File: src/rtl/sm_accum.sv
// Block accumulator: sums each group of COUNT sign-magnitude samples with
// saturating arithmetic and holds the block sum until the consumer takes it.
module sm_accum #(
  parameter int WIDTH = 32,
  parameter int COUNT = 8
) (
  input  logic             clk,
  input  logic             rst,
  input  logic             in_valid,
  output logic             in_ready,
  input  logic [WIDTH-1:0] in_data,
  output logic             out_valid,
  input  logic             out_ready,
  output logic [WIDTH-1:0] out_data,
  output logic             out_sat
);

  localparam int MW = WIDTH - 1;
  localparam logic [15:0] LAST = 16'(COUNT - 1);

  typedef enum logic {ACC, OUT} state_t;

  state_t            state_q, state_d;
  logic              acc_sign_q, acc_sign_d;
  logic [MW-1:0]     acc_mag_q, acc_mag_d;
  logic [15:0]       cnt_q, cnt_d;
  logic              sat_q, sat_d;
  logic [WIDTH-1:0]  out_data_q, out_data_d;
  logic              out_sat_q, out_sat_d;
  logic [WIDTH:0]    add_res;

  // Returns {saturated, sign, magnitude}; -0 on either side counts as +0 and
  // a zero result is always emitted with a positive sign.
  function automatic logic [WIDTH:0] sm_add(input logic [WIDTH-1:0] a,
                                            input logic [WIDTH-1:0] b);
    logic          sa, sb, sr, sat;
    logic [MW-1:0] ma, mb, mr;
    logic [MW:0]   sum;
    ma  = a[MW-1:0];
    mb  = b[MW-1:0];
    sa  = a[WIDTH-1] & (ma != '0);
    sb  = b[WIDTH-1] & (mb != '0);
    sat = 1'b0;
    sum = '0;
    if (sa == sb) begin
      sum = {1'b0, ma} + {1'b0, mb};
      sr  = sa;
      if (sum[MW]) begin
        mr  = '1;
        sat = 1'b1;
      end else begin
        mr = sum[MW-1:0];
      end
    end else if (ma > mb) begin
      mr = ma - mb;
      sr = sa;
    end else begin
      mr = mb - ma;
      sr = sb;
    end
    if (mr == '0) sr = 1'b0;
    return {sat, sr, mr};
  endfunction

  always_comb begin
    state_d    = state_q;
    acc_sign_d = acc_sign_q;
    acc_mag_d  = acc_mag_q;
    cnt_d      = cnt_q;
    sat_d      = sat_q;
    out_data_d = out_data_q;
    out_sat_d  = out_sat_q;
    add_res    = sm_add({acc_sign_q, acc_mag_q}, in_data);
    case (state_q)
      ACC: begin
        if (in_valid) begin
          if (cnt_q == LAST) begin
            out_data_d = add_res[WIDTH-1:0];
            out_sat_d  = sat_q | add_res[WIDTH];
            state_d    = OUT;
          end else begin
            acc_sign_d = add_res[WIDTH-1];
            acc_mag_d  = add_res[MW-1:0];
            sat_d      = sat_q | add_res[WIDTH];
            cnt_d      = cnt_q + 16'd1;
          end
        end
      end
      OUT: begin
        // out_data/out_sat keep the block result until the next block ends.
        if (out_ready) begin
          state_d    = ACC;
          acc_sign_d = 1'b0;
          acc_mag_d  = '0;
          cnt_d      = '0;
          sat_d      = 1'b0;
        end
      end
      default: state_d = ACC;
    endcase
  end

  always_ff @(posedge clk) begin
    if (rst) begin
      state_q    <= ACC;
      acc_sign_q <= 1'b0;
      acc_mag_q  <= '0;
      cnt_q      <= '0;
      sat_q      <= 1'b0;
      out_data_q <= '0;
      out_sat_q  <= 1'b0;
    end else begin
      state_q    <= state_d;
      acc_sign_q <= acc_sign_d;
      acc_mag_q  <= acc_mag_d;
      cnt_q      <= cnt_d;
      sat_q      <= sat_d;
      out_data_q <= out_data_d;
      out_sat_q  <= out_sat_d;
    end
  end

  assign in_ready  = (state_q == ACC) && !rst;
  assign out_valid = (state_q == OUT);
  assign out_data  = out_data_q;
  assign out_sat   = out_sat_q;

endmodule
File: config.mk
export PLATFORM = sky130hd
export DESIGN_NAME = sm_accum
export DESIGN_NICKNAME = d
export VERILOG_FILES = /design/src/rtl/sm_accum.sv
export SDC_FILE = /design/constraint.sdc
export NUM_CORES = 1
export LEC_CHECK = 0
export BUFFER_PORTS_ARGS = -buffer_cell sky130_fd_sc_hd__buf_2
export CAP_MARGIN = 20
export CORE_ASPECT_RATIO = 1.75
export CORE_MARGIN = 8
export CORE_UTILIZATION = 35
export CTS_BUF_LIST = sky130_fd_sc_hd__clkbuf_2 sky130_fd_sc_hd__clkbuf_4 sky130_fd_sc_hd__clkbuf_8
export DETAILED_ROUTE_END_ITERATION = 8
export PLACE_DENSITY = 0.63
export SLEW_MARGIN = 20
export SYNTH_ARGS = -nofsm -noshare
export SYNTH_HDL_FRONTEND = slang
export SYNTH_SLANG_ARGS = --single-unit
File: constraint.sdc
create_clock -name clk -period 4.1 [get_ports clk]
set_clock_uncertainty 0.05 [all_clocks]
set_input_delay 0.41 -clock clk [delete_from_list [all_inputs] [get_ports clk]]
set_output_delay 0.41 -clock clk [all_outputs]
set_load 0.005 [all_outputs]
# Word-level counts from Yosys, hierarchy flattened

Index checks and enable logic that the tools add are counted.

Bits in registers: 83
Input bits: 36
Output and inout bits: 35
Logic and storage cells: 55

Add/subtract/negate cells: 4
Magnitude comparators: 1
Equality and inequality tests: 5
Mux-type cells: 27
Bitwise operators: 4
Reduce and logical (&&, ||, !) cells: 7

Operators with widths:

| operator                                             | number |
|---|---|
| 2-to-1 mux 31 bit                                    | 6 |
| one-hot mux 31 bit (2 select lines)                  | 1 |
| nonzero test 31 bit                                  | 2 |
| subtractor 31 bit                                    | 2 |
| 2-to-1 mux 16 bit                                    | 3 |
| adder 31 x 31 -> 32 bit                              | 1 |
| one-hot mux 16 bit (2 select lines)                  | 1 |
| > comparator 31 bit                                  | 1 |
| logical NOT 31 bit                                   | 1 |
| adder 16 x 1 -> 16 bit, second input constant        | 1 |
| equality test 16 x 3 -> 1 bit, second input constant | 1 |
| 2-to-1 mux 1 bit                                     | 13 |
| inequality test 2 bit, second input constant         | 3 |
| one-hot mux 1 bit (2 select lines)                   | 3 |
| AND reduction 3 bit                                  | 2 |
| AND 1 bit                                            | 2 |
| equality test 1 bit                                  | 1 |
| logical AND 1 bit                                    | 1 |
| logical NOT 1 bit                                    | 1 |
| NOT 1 bit                                            | 1 |
| bitwise OR 1 bit                                     | 1 |

# Logic depth before layout (Yosys ltp)

Depth after elaboration: 9
Depth in mapped cells: 18
Depth with buffers taken out: 16

# Worst setup path after synthesis

Ideal clock, no wire load.

Kind: input-to-reg
From: input port in_data[22]
To: register acc_sign_q
Library setup time: 0.122 ns
Arrival time: 3.701 ns
Required time: 3.928 ns
Setup slack: 0.227 ns
Stages on the path: 16
Path buffers: 2
Path through: inv_1 > ha_1 > buf_2 > a21oi_1 > o21ai_0 > a211oi_1 > a211o_1 > a31oi_1 > buf_4 > nor3_1 > a211oi_1 > a2111o_1 > or4_1 > or4_1 > nor4_1 > nor2_1

Cells in the longest elaborated chain, start to end: 9
Elaborated cells between the ends (all ways): 17
Those cells by class: add/sub (3); order compare (1); eq/ne (1); mux (9); bitwise (1); reduce/logical (2)

RTL lines:

| element                                                                         | line | text |
|---|---|---|
| from (decl)                                                                     | 11   | `input logic [WIDTH-1:0] in_data,` |
| parallel branches: the longest is 5 deep, another holds adder 31 x 31 -> 32 bit | -    |  |
| 2-to-1 mux 1 bit (*)                                                            | 61   | `if (mr == '0) sr = 1'b0;` |
| 2-to-1 mux 1 bit (*)                                                            | 77   | `if (cnt_q == LAST) begin` |
| 2-to-1 mux 1 bit (*)                                                            | 76   | `if (in_valid) begin` |
| one-hot mux 1 bit (2 select lines) (*)                                          | 74   | `case (state_q)` |
| to (signal assigned)                                                            | 114  | `acc_sign_q <= acc_sign_d;` |
| to (decl)                                                                       | 24   | `logic acc_sign_q, acc_sign_d;` |

Every way passes the cells marked *. The select of a mux whose other input is x is not followed.
A chain may end at the register's enable or synchronous reset.

# Worst setup path after layout

From: register acc_mag_q[1]
To: register acc_sign_q

Cells in the longest elaborated chain, start to end: 9
Elaborated cells between the ends (all ways): 17
Those cells by class: add/sub (3); order compare (1); eq/ne (1); mux (9); bitwise (1); reduce/logical (2)

RTL lines:

| element                                                                         | line | text |
|---|---|---|
| from (decl)                                                                     | 25   | `logic [MW-1:0] acc_mag_q, acc_mag_d;` |
| from (signal assigned)                                                          | 115  | `acc_mag_q <= acc_mag_d;` |
| parallel branches: the longest is 5 deep, another holds adder 31 x 31 -> 32 bit | -    |  |
| 2-to-1 mux 1 bit (*)                                                            | 61   |  |
| 2-to-1 mux 1 bit (*)                                                            | 77   |  |
| 2-to-1 mux 1 bit (*)                                                            | 76   |  |
| one-hot mux 1 bit (2 select lines) (*)                                          | 74   |  |

Marked as above.

==> implementation parameters <==
Parameter                              Value

Worst setup path
  Crit start category    flip-flop
  R2R Setup Slk    60 ps
  Arrival time at the worst endpoint    around 4300 ps
  Series of cell instances along the critical path    ha_4 -> nand4_1 -> nor4_4 -> buf_4 -> and4_1 -> a211o_1 -> a31o_1 -> buf_12 -> buf_4 -> mux2i_2 -> buf_4 -> nand3_1 -> o2111ai_1 -> or4_4 -> or4_4 -> nor4_4 -> nor2_1
  Master of the slowest instance on the critical path    sky130_fd_sc_hd__or4_4
  R2r worst-path depth    17
  Cell occurring most often along the worst timing path    sky130_fd_sc_hd__buf_4
  Reg2Reg Capture Point    acc_sign_q
  Worst stage delay on the critical path    roughly 570 ps
  Crit Reg-Reg Startpoint    acc_mag_q[1]
  Required time of the worst setup path    between 4000 and 5000 ps
  Worst Setup End Kind    flip-flop
  Crit path max fanout    8
  Type of the worst setup path    reg -> reg
  Source of the critical timing path    acc_mag_q[1]
  Worst Setup EP    acc_sign_q

GRT
  Antenna violations before repair    0
  Pin count of the biggest net entering global routing    40
  Total congestion overflow after global routing    0
  Overall Global Routing Usage    27.5%
  Wire length of the first global-routing pass    65.3 mm
  Number of global-route vias before repair    between 10000 and 15000

Finish
  Number of nets in the final layout    around 1800
  Layout cell share with drive strength beyond 1    a little over a third
  Final core utilization    about 53%
  Area growth syn-to-layout    48.4%
  Number of antenna cells inserted    0

Pwr
  Switching Power    around 2.3 mW
  Power density of the placed cells    around 380 nW/um2
  Internal power summed over all cells    ~2.7 mW
  Worst supply voltage drop on vdd    303 uV
  Static leakage power    roughly 6 nW
  Clock share of power    ~14%
  Combinational cell fraction of total power    67.8%
  Relative contribution of sequential cells to total power    18.1%
  Switch share    46.1%

Floorplan
  Core area    roughly 25000 um2
  FP Rows    77
  I/O pins    71
  Initial core utilization    between 30% and 40%
  Chip height    ~230 um
  Die footprint    between 30000 and 40000 um2
  Horizontal extent of the die    approximately 140 um

STA
  Worst slew margin relative to its limit    between 50% and 60%
  RSZ-0062 raised after global routing    true
  Final number of max-transition violations    0
  Transition time at the pin with the least slew margin    732 ps
  Final Cycle Share    between 90% and 100%
  Final count of negative-setup-slack endpoints    0
  Hold slack final    between 200 and 300 ps
  Max Clock Freq    ~250 MHz
  Final Hold Vio Count    0
  Final worst path period need    roughly 4000 ps

Clock tree
  Clock sinks    83
  Post-CTS clock slew at the launch and capture registers of the worst setup and hold paths    between 100 and 150 ps
  Clock buffers created by TritonCTS    9
  CTS H-Tree Depth    3
  Clock tree from TritonCTS    done
  Cts hold-fix bufs    0
  Clock buffer depth    2
  CTS Root Buffer Type    sky130_fd_sc_hd__clkbuf_8
  Insertion delay to the later sink of the worst-skew pair    430 ps

Route
  Total wirelength of the detailed-routed design    ~43 mm
  Average wire per standard cell    ~22 um
  Number of DRC markers after the initial detailed-route iteration    757
  Vias    approximately 11000
  Antenna violation net count after detailed routing    0
  Detail-routed via count per cell    around 5.7
  First-pass DRT Iterations    5
  DRC violation count after routing    0

Synthesis
  Main area contributors after synthesis    sky130_fd_sc_hd__dfxtp_1, sky130_fd_sc_hd__ha_1, sky130_fd_sc_hd__a21oi_1, sky130_fd_sc_hd__nor2_1, sky130_fd_sc_hd__nand2_1
  Dominant synthesized flop cell    sky130_fd_sc_hd__dfxtp_1
  Number of cells produced by synthesis    around 1300
  Cell Area, Synth    between 8000 and 9000 um2
  Sequential area share after synthesis    a little under a fifth
  #FFs+latches synth    83
  Top cell types by occurrence after synthesis    sky130_fd_sc_hd__a21oi_1, sky130_fd_sc_hd__nor2_1, sky130_fd_sc_hd__ha_1
  Number of synthesized flops with an enable pin    0
  Dominant cell type by area after synthesis    sky130_fd_sc_hd__dfxtp_1
  Dominant cell by count in the synthesized netlist    sky130_fd_sc_hd__a21oi_1
  Async S/R FF share, synth    0%
  Mapped Avg Cell Area    slightly above 7 um2
  Synth top area share    18.5%
  Number of unique standard cell types used by synthesis    77
  Warning count from the yosys run    0
  Syn_nets    between 1000 and 1500

Placement
  Weighted congestion at the end of routability-driven global placement    between 0.9 and 1
  Final HPWL from detailed placement    around 36 mm
  Port bufs    70

Job
  Number of maximum-capacitance violations    0

Run status
  Run status    complete, no violations

Worst hold path
  Worst hold path type    in -> reg
-- final cells by class --
type                    count  area [um2]
fillers                  2543       11900
multi-input cells        1024        7340
repair buffers            463        3360
flip-flops and latches     83        1680
well taps                 316         395
inverters                  96         360
clock buffers               9         124
clock inverters             7        90.1
-- power by group through the flow --
stage / combinational (mW) / clock, mW / sequential [mW]
after detailed placement: 3.08 / 0 / 0.915
after floorplan: 1.44 / 0 / 0.926
after CTS: 3.20 / 0.730 / 0.901
final: 3.40 / 0.704 / 0.909
after global placement: 3.09 / 0 / 0.913
after global routing: 3.61 / 0.746 / 0.916
-- critical path: cells and delay by family (launching register included) --
kind,cells,cell delay [ps]
simple gates,8,1830
compound gates,3,640
buf+inv,4,610
flops,1,390
fa+ha+maj,1,270
mux,1,150
-- flip-flops by register name, indices dropped and copies added, names as in the netlist --
signal / flops
out_data: 32
out_sat: 1
sat_q: 1
out_valid: 1
cnt_q: 16
acc_sign_q: 1
acc_mag_q: 31
-- kinds of logic after synthesis --
kind of cell | count (synthesis) | synth area share, %
muxes | 26 | 2.98
AOI/OAI and AO/OA | 426 | 30.3
buffers and inverters | 166 | 7.39
adders and majority gates | 103 | 14.6
and+or+nand+nor | 432 | 22.7
DFF | 83 | 18.5
xor gates and xnor gates | 37 | 3.60
-- per-stage QoR --
| step | setup WS (ps) | cell area (um2) | setup TNS (ps) | std cells | power, mW |
|---|---|---|---|---|---|
| floorplan | 227 | 9000 | 0 | 1273 | 2.37 |
| global placement | -594 | 12400 | -1790 | 1973 | 4.00 |
| detailed placement | -563 | 12400 | -1820 | 1973 | 3.99 |
| CTS | -8.76 | 12900 | -8.76 | 1991 | 4.83 |
| global route | -74.7 | 13400 | -118 | 1998 | 5.27 |
| finish | 58.8 | 13400 | 0 | 1998 | 5.01 |
-- how the worst min path moves through the flow --
| stage | to | startpoint | slack [ps] | cells after the start |
|---|---|---|---|---|
| final | out_valid | out_ready | 270 | 3 |
| after global placement | out_data[13] | out_data[13] | 390 | 2 |
| after floorplan | sat_q | sat_q | 390 | 2 |
| after global routing | out_valid | out_ready | 290 | 3 |
| after CTS | out_valid | out_ready | 240 | 3 |
| after detailed placement | out_data[1] | out_data[1] | 400 | 2 |
-- per-layer routing --
layer	track usage, %	wire [um]	vias to the layer above
met5	0	0	-
met4	22.0	3830	0
met3	3.01	1770	167
met2	46.3	21200	420
met1	30.1	16700	5357
li1	-	-	5378
-- placed cells by master, fill, tap and decap left out, types with 7 or more instances in the layout --
| cell | instances |
|---|---|
| sky130_fd_sc_hd__a21boi_0 | 8 |
| sky130_fd_sc_hd__a21o_1 | 22 |
| sky130_fd_sc_hd__nand2_1 | 93 |
| sky130_fd_sc_hd__a211oi_1 | 19 |
| sky130_fd_sc_hd__ha_4 | 15 |
| sky130_fd_sc_hd__o211ai_1 | 7 |
| sky130_fd_sc_hd__o21a_1 | 9 |
| sky130_fd_sc_hd__nor4_1 | 23 |
| sky130_fd_sc_hd__nand4_1 | 23 |
| sky130_fd_sc_hd__a22oi_1 | 21 |
| sky130_fd_sc_hd__dfxtp_2 | 9 |
| sky130_fd_sc_hd__o21ai_1 | 10 |
| sky130_fd_sc_hd__xnor2_1 | 25 |
| sky130_fd_sc_hd__nor2_1 | 149 |
| sky130_fd_sc_hd__inv_1 | 96 |
| sky130_fd_sc_hd__a21oi_2 | 10 |
| sky130_fd_sc_hd__o21bai_1 | 10 |
| sky130_fd_sc_hd__clkbuf_8 | 9 |
| sky130_fd_sc_hd__nor3_1 | 26 |
| sky130_fd_sc_hd__buf_4 | 385 |
| sky130_fd_sc_hd__xor2_1 | 10 |
| sky130_fd_sc_hd__dfxtp_1 | 71 |
| sky130_fd_sc_hd__nand3_1 | 22 |
| sky130_fd_sc_hd__a21oi_1 | 157 |
| sky130_fd_sc_hd__o21ai_0 | 48 |
| sky130_fd_sc_hd__nand2b_1 | 10 |
| sky130_fd_sc_hd__buf_2 | 70 |
| sky130_fd_sc_hd__a221oi_1 | 9 |
| sky130_fd_sc_hd__nor2b_1 | 7 |
| sky130_fd_sc_hd__and2_1 | 14 |
| sky130_fd_sc_hd__mux2i_1 | 18 |
| sky130_fd_sc_hd__o31ai_1 | 12 |
| sky130_fd_sc_hd__ha_1 | 80 |
-- repair_timing --
action | 4_1_cts | 5_1_grt
endpoints found under the hold margin | 0 | 0
pin swaps | 6 | 28
buffers inserted | 2 | 7
endpoints found under the setup margin | 4 | 6
resized for setup | 48 | 96
Note: power is estimated with default switching activity, not from simulation.
